File: config.mk
export PLATFORM = sky130hd
export DESIGN_NAME = regfile_sb
export DESIGN_NICKNAME = d
export VERILOG_FILES = /design/src/rtl/regfile_pkg.sv /design/src/rtl/regfile_rdport.sv /design/src/rtl/regfile_sb.sv
export SDC_FILE = /design/constraint.sdc
export NUM_CORES = 1
export LEC_CHECK = 0
export ABC_AREA = 1
export CORE_ASPECT_RATIO = 0.7
export CORE_MARGIN = 2
export CORE_UTILIZATION = 50
export DETAILED_ROUTE_END_ITERATION = 8
export HOLD_SLACK_MARGIN = 0.15
export MAX_ROUTING_LAYER = met4
export PLACE_DENSITY = 0.74
export SLEW_MARGIN = 20
export SYNTH_ARGS = -nofsm -noshare
export SYNTH_HDL_FRONTEND = slang
export SYNTH_SLANG_ARGS = --single-unit
File: constraint.sdc
create_clock -name Clk -period 2.1 [get_ports Clk]
set_input_delay 0.525 -clock Clk [delete_from_list [all_inputs] [get_ports Clk]]
set_output_delay 0.525 -clock Clk [all_outputs]
set_load 0.02 [all_outputs]
File: src/rtl/regfile_pkg.sv
// -----------------------------------------------------------------------------
// regfile_pkg
// Shared types and default sizing for the scoreboarded register file.
//   clr_state_t  : states of the sequential clear engine
//   DATA_W_DEF   : default register / data-port width
//   NUM_REGS_DEF : default register count (power of two, >= 2)
// -----------------------------------------------------------------------------
package regfile_pkg;

   typedef enum logic [0:0] {
      CLR_IDLE  = 1'b0,
      CLR_SWEEP = 1'b1
   } clr_state_t;

   localparam int DATA_W_DEF   = 16;
   localparam int NUM_REGS_DEF = 8;

endpackage : regfile_pkg

File: src/rtl/regfile_rdport.sv
// -----------------------------------------------------------------------------
// regfile_rdport
// One combinational read port: selects a register word and its pending bit,
// and optionally forwards a write accepted in the current cycle.
// Ports:
//   rf_flat  in  all register words, word i at [i*DATA_W +: DATA_W]
//   pend_vec in  stored pending bits, one per register
//   sel      in  read index
//   wr_en    in  a write is accepted this cycle
//   wr_addr  in  index being written
//   wr_data  in  data being written
//   set_en   in  a pending-set is accepted this cycle
//   set_addr in  index being marked pending
//   rd_data  out read data (after bypass)
//   rd_pend  out pending bit (after bypass)
// -----------------------------------------------------------------------------
module regfile_rdport
   import regfile_pkg::*;
#(
   parameter int DATA_W   = DATA_W_DEF,
   parameter int NUM_REGS = NUM_REGS_DEF,
   parameter int ADDR_W   = $clog2(NUM_REGS),
   parameter int BYPASS   = 1
) (
   input  logic [NUM_REGS*DATA_W-1:0] rf_flat,
   input  logic [NUM_REGS-1:0]        pend_vec,
   input  logic [ADDR_W-1:0]          sel,
   input  logic                       wr_en,
   input  logic [ADDR_W-1:0]          wr_addr,
   input  logic [DATA_W-1:0]          wr_data,
   input  logic                       set_en,
   input  logic [ADDR_W-1:0]          set_addr,
   output logic [DATA_W-1:0]          rd_data,
   output logic                       rd_pend
);

   logic [DATA_W-1:0] rf_word [NUM_REGS];

   for (genvar gi = 0; gi < NUM_REGS; gi++) begin : g_unpack
      assign rf_word[gi] = rf_flat[gi*DATA_W +: DATA_W];
   end

   always_comb begin
      rd_data = rf_word[sel];
      rd_pend = pend_vec[sel];
      if ((BYPASS != 0) && wr_en && (wr_addr == sel)) begin
         rd_data = wr_data;
         // A producer being registered for this same index in this cycle
         // takes precedence over the write, so the pending bit is not masked.
         if (!(set_en && (set_addr == sel))) begin
            rd_pend = 1'b0;
         end
      end
   end

endmodule : regfile_rdport

File: src/rtl/regfile_sb.sv
// -----------------------------------------------------------------------------
// regfile_sb
// NUM_REGS x DATA_W register file with one write port, two combinational read
// ports with optional write-to-read bypass, a per-register pending scoreboard
// and a sequential clear engine zeroing one register per cycle.
// NUM_REGS must be a power of two and at least 2; ADDR_W is derived.
// Ports:
//   Clk        in  clock, rising edge
//   Reset      in  asynchronous active-low reset
//   LD_REG     in  write request (dropped while Wr_ready=0)
//   DR         in  write index
//   Data       in  write data
//   Wr_ready   out write port can accept (low during a clear sweep)
//   SR1, SR2   in  read indices
//   SR1_out    out read data, port 1
//   SR2_out    out read data, port 2
//   SR1_pend   out pending bit, port 1
//   SR2_pend   out pending bit, port 2
//   Set_pend   in  mark Pend_addr pending (ignored during a sweep)
//   Pend_addr  in  scoreboard set index
//   Clr_start  in  start a clear sweep (single-cycle pulse, ignored if busy)
//   Clr_busy   out clear sweep in progress
// -----------------------------------------------------------------------------
module regfile_sb
   import regfile_pkg::*;
#(
   parameter int DATA_W   = DATA_W_DEF,
   parameter int NUM_REGS = NUM_REGS_DEF,
   parameter int ADDR_W   = $clog2(NUM_REGS),
   parameter int BYPASS   = 1
) (
   input  logic              Clk,
   input  logic              Reset,
   input  logic              LD_REG,
   input  logic [ADDR_W-1:0] DR,
   input  logic [DATA_W-1:0] Data,
   output logic              Wr_ready,
   input  logic [ADDR_W-1:0] SR1,
   input  logic [ADDR_W-1:0] SR2,
   output logic [DATA_W-1:0] SR1_out,
   output logic [DATA_W-1:0] SR2_out,
   output logic              SR1_pend,
   output logic              SR2_pend,
   input  logic              Set_pend,
   input  logic [ADDR_W-1:0] Pend_addr,
   input  logic              Clr_start,
   output logic              Clr_busy
);

   localparam logic [ADDR_W-1:0] LAST_IDX = ADDR_W'(NUM_REGS - 1);

   clr_state_t        state_reg, state_next;
   logic [ADDR_W-1:0] idx_reg, idx_next;

   logic                       wr_accept;
   logic                       set_accept;
   logic [NUM_REGS*DATA_W-1:0] rf_flat;
   logic [NUM_REGS-1:0]        pend_vec;

   assign Clr_busy   = (state_reg == CLR_SWEEP);
   assign Wr_ready   = !Clr_busy;
   assign wr_accept  = LD_REG && Wr_ready;
   assign set_accept = Set_pend && !Clr_busy;

   // ---------------------------------------------------------------- clear FSM
   always_ff @(posedge Clk or negedge Reset) begin
      if (!Reset) begin
         state_reg <= CLR_IDLE;
         idx_reg   <= '0;
      end else begin
         state_reg <= state_next;
         idx_reg   <= idx_next;
      end
   end

   always_comb begin
      state_next = state_reg;
      idx_next   = idx_reg;
      case (state_reg)
         CLR_IDLE: begin
            if (Clr_start) begin
               state_next = CLR_SWEEP;
               idx_next   = '0;
            end
         end
         CLR_SWEEP: begin
            // Exit on the last index so idx never wraps while sweeping.
            if (idx_reg == LAST_IDX) begin
               state_next = CLR_IDLE;
               idx_next   = '0;
            end else begin
               idx_next = idx_reg + ADDR_W'(1);
            end
         end
         default: begin
            state_next = CLR_IDLE;
            idx_next   = '0;
         end
      endcase
   end

   // ------------------------------------------------ storage and scoreboard
   // Writes and pending-sets are blocked during a sweep, so the sweep clear
   // never competes with them; within normal operation a pending-set beats
   // the write's pending clear on the same index.
   for (genvar gi = 0; gi < NUM_REGS; gi++) begin : g_reg
      logic [DATA_W-1:0] word_reg;
      logic              pend_reg;
      logic              sweep_hit;
      logic              wr_hit;
      logic              set_hit;

      assign sweep_hit = Clr_busy && (idx_reg == ADDR_W'(gi));
      assign wr_hit    = wr_accept && (DR == ADDR_W'(gi));
      assign set_hit   = set_accept && (Pend_addr == ADDR_W'(gi));

      always_ff @(posedge Clk or negedge Reset) begin
         if (!Reset) begin
            word_reg <= '0;
            pend_reg <= 1'b0;
         end else if (sweep_hit) begin
            word_reg <= '0;
            pend_reg <= 1'b0;
         end else begin
            if (wr_hit) begin
               word_reg <= Data;
            end
            if (set_hit) begin
               pend_reg <= 1'b1;
            end else if (wr_hit) begin
               pend_reg <= 1'b0;
            end
         end
      end

      assign rf_flat[gi*DATA_W +: DATA_W] = word_reg;
      assign pend_vec[gi]                 = pend_reg;
   end

   // ---------------------------------------------------------- read ports
   regfile_rdport #(
      .DATA_W   (DATA_W),
      .NUM_REGS (NUM_REGS),
      .ADDR_W   (ADDR_W),
      .BYPASS   (BYPASS)
   ) u_rd1 (
      .rf_flat  (rf_flat),
      .pend_vec (pend_vec),
      .sel      (SR1),
      .wr_en    (wr_accept),
      .wr_addr  (DR),
      .wr_data  (Data),
      .set_en   (set_accept),
      .set_addr (Pend_addr),
      .rd_data  (SR1_out),
      .rd_pend  (SR1_pend)
   );

   regfile_rdport #(
      .DATA_W   (DATA_W),
      .NUM_REGS (NUM_REGS),
      .ADDR_W   (ADDR_W),
      .BYPASS   (BYPASS)
   ) u_rd2 (
      .rf_flat  (rf_flat),
      .pend_vec (pend_vec),
      .sel      (SR2),
      .wr_en    (wr_accept),
      .wr_addr  (DR),
      .wr_data  (Data),
      .set_en   (set_accept),
      .set_addr (Pend_addr),
      .rd_data  (SR2_out),
      .rd_pend  (SR2_pend)
   );

endmodule : regfile_sb
==> metrics.md <==
| Metric | Value |
|---|---|
| First drt pass iteration count | `6` |
| Hold WS | `0.5229 ns` |
| Area Growth Syn to Fin | `27.35%` |
| Area share of the largest cell type after synthesis | `40.59%` |
| Leakage | `5.811 nW` |
| YS warnings | `0` |
| Netlist cell types | `24` |
| Input/output buffers | `68` |
| Seq. cell area | `3505 um^2` |
| Most instantiated cells after synthesis | `nand2_1, nand3_1, inv_1` |
| Cells after Synth | `1223` |
| Syn nets | `1262` |
| CTS root buf | `clkbuf_16` |
| Tot Pwr | `11.36 mW` |
| Clock Sinks | `140` |
| GRT overflow | `0` |
| Clock latency on the worst-skew pair | `0.43 ns` |
| Number of I/O pins | `69` |
| RSZ-0062 raised after global routing | `yes` |
| Hold Path Class | `in -> reg` |
| Antenna Nets Post-Route | `0` |
| WL/cell | `19.61 um` |
| Minimum clock period after layout | `2.381 ns` |
| Status | `finished, violations left` |
| Core Area | `17020 um^2` |
| Routability Congestion | `0.9607` |
| Slew Viols, Final | `0` |
| FF+latch count, synth | `140` |
| Dpl cells | `1553` |
| Pwr Density | `1033 nW/um^2` |
| Row count | `40` |
| First-pass GRT wire length | `48940 um` |
| Ys async rst share | `100.0%` |
| Reg2reg path depth | `8` |
| Largest register FFs | `128` |
| Multi-input logic area | `4248 um^2` |
| Mapped Area | `8632 um^2` |
| Cell taking the most area after synthesis | `dfrtp_1` |
| Hpwl dp | `20890 um` |
| Final hold vios | `0` |
| Maximum vdd drop | `0.7078 mV` |
| Synthesized area per cell | `7.058 um^2` |
| CTS HTree Levels | `4` |
| Remaining DRCs | `0` |
| CP peak stage delay | `0.45 ns` |
| Slowest CP cell | `dfrtp_2` |
| CTS buffer count | `17` |
| EDFF count, synth | `0` |
| Smallest setup slack after layout | `-0.2813 ns` |
| Synth Flop Type | `dfrtp_1` |
| Setup TNS | `-8.156 ns` |
| Largest cells by area after synthesis | `dfrtp_1, nand2_1, nand3_1` |
| Worst setup path class | `reg -> out` |
| Worst-Margin Slew | `0.4073 ns` |
| Die W | `161.0 um` |
| Critical Path Fanout Max | `8` |
| Fin crit share | `113.4%` |
| Final Skew | `0.01269 ns` |
| Failing checks | `negative setup slack` |
| Initial drt markers | `1247` |
| Starting Density | `50.73%` |
| Post-Route WL | `31120 um` |
| Chip height | `113.9 um` |
| Die area | `18350 um^2` |
| Share of cells above drive strength 1 | `19.91%` |
| Final std cells w/o fill | `1587` |
| Crit path required time | `1.57 ns` |
| Highest Clock Rate | `419.9 MHz` |
| Largest net degree at the start of global routing | `52` |
| # fillers | `1499` |
| Crit path DAT | `1.86 ns` |
| Most numerous cell in the Yosys netlist | `nand2_1` |
| Critical path launch point type | `register` |
| Number of setup violations in the final report | `34` |
| Vias/cell | `5.928` |
| Sequential fraction of the synthesis area | `40.59%` |
| Dpl ws | `-0.9592 ns` |
| Critical path cell sequence | `inv_2, nand2_4, nor2_4, nand2_2, nor2_4, buf_12, nand2_2, nand2_2, buf_6` |
| Slew margin rel. | `72.85%` |
| Via Count | `9408` |
| Initial antenna violation count | `0` |
| Max Cap Viol | `0` |
| GRT Total Usage | `35.64%` |
| Diodes inserted | `0` |
| Clk slew on worst S/H paths | `0.06 ns` |
| CTS tree | `done` |
| Vias in the first global route | `8771` |
| Hold depth | `4` |
| Crit. End Element | `output pin` |
| Final nets | `1382` |
| CTS max path bufs | `2` |
| Critical path's most frequent cell | `nand2_2` |
[placed cells by master, fill, tap and decap left out, types with 18 or more instances in the layout]
cell / Yosys / layout
nand2_1: 401 / 352
nand3_1: 257 / 255
inv_1: 154 / 152
dfrtp_1: 140 / 139
o22ai_1: 118 / 118
buf_4: 9 / 86
nand2_2: 8 / 51
buf_6: 15 / 33
buf_12: 0 / 21
clkdlybuf4s50_1: 0 / 20
nor2_1: 20 / 18
[power breakdown]
part | switching (mW) | internal (mW)
sequential | 0.298 | 3.44
combinational | 2.85 | 1.72
clock | 1.21 | 1.84
[stage by stage]
stage | area (um^2) | utilization, %
after floorplan | 8632 | -
after detailed placement | 10180 | 59.83
after global placement | 10180 | 59.83
after CTS | 10810 | 63.54
final | 10990 | 64.60
after global routing | 10990 | 64.60
[final timing paths]
kind,startpoint,endpoint,slack [ns]
worst max-delay path,Clr_busy$_DFF_PN0_,SR2_out[10],-0.28
worst min-delay path,Pend_addr[2],g_reg[3].pend_reg$_DFFE_PN0P_,0.52
worst max register to register,Clr_busy$_DFF_PN0_,g_reg[4].word_reg[7]$_DFFE_PN0P_,0.38
worst min register to register,g_reg[7].word_reg[12]$_DFFE_PN0P_,g_reg[7].word_reg[12]$_DFFE_PN0P_,0.54
max in group asynchronous,Reset,g_reg[1].word_reg[6]$_DFFE_PN0P_,0.93
min in group asynchronous,Reset,g_reg[6].word_reg[5]$_DFFE_PN0P_,0.54
[routing by layer]
layer  GRT usage [%]  part of all wire (%)  vias to the layer above  wire [um]
li1                -                     -                     4238          -
met1           50.85                    42                     4400      13120
met2           47.53                    40                      688      12570
met3           12.44                    15                       82       4589
met4           10.18                   2.7                        0        831
met5               -                     0                        -          0
[critical path, delay by kind of cell, from the launching register on]
family	cells	cell delay (ns)
buffers and inverters	3	0.40
flip-flops	1	0.45
AND/OR/NAND/NOR	6	0.57
[repair_timing]
item	in CTS	in global routing
setup buffers	0	1
endpoints found under the setup margin	36	34
resized for setup	219	62
endpoints found under the hold margin	30	0
hold buffers	1	0
pin swaps	14	18
[kinds of logic after synthesis]
family,count (synthesis),share of synthesized area [%]
fa+ha+maj,6,0.8697
simple gates,709,36.57
compound gates,133,9.712
buf+inv,235,12.26
flops,140,40.59
[layout make-up]
class                   count  area share (%)
well taps                 231           2.629
multi-input cells         848           38.64
inverters                 162           5.532
repair buffers            174           15.96
clock buffers              22           4.314
clock inverters            10           1.047
flip-flops and latches    140           31.88
No activity file was read; power rests on OpenSTA's default activity.
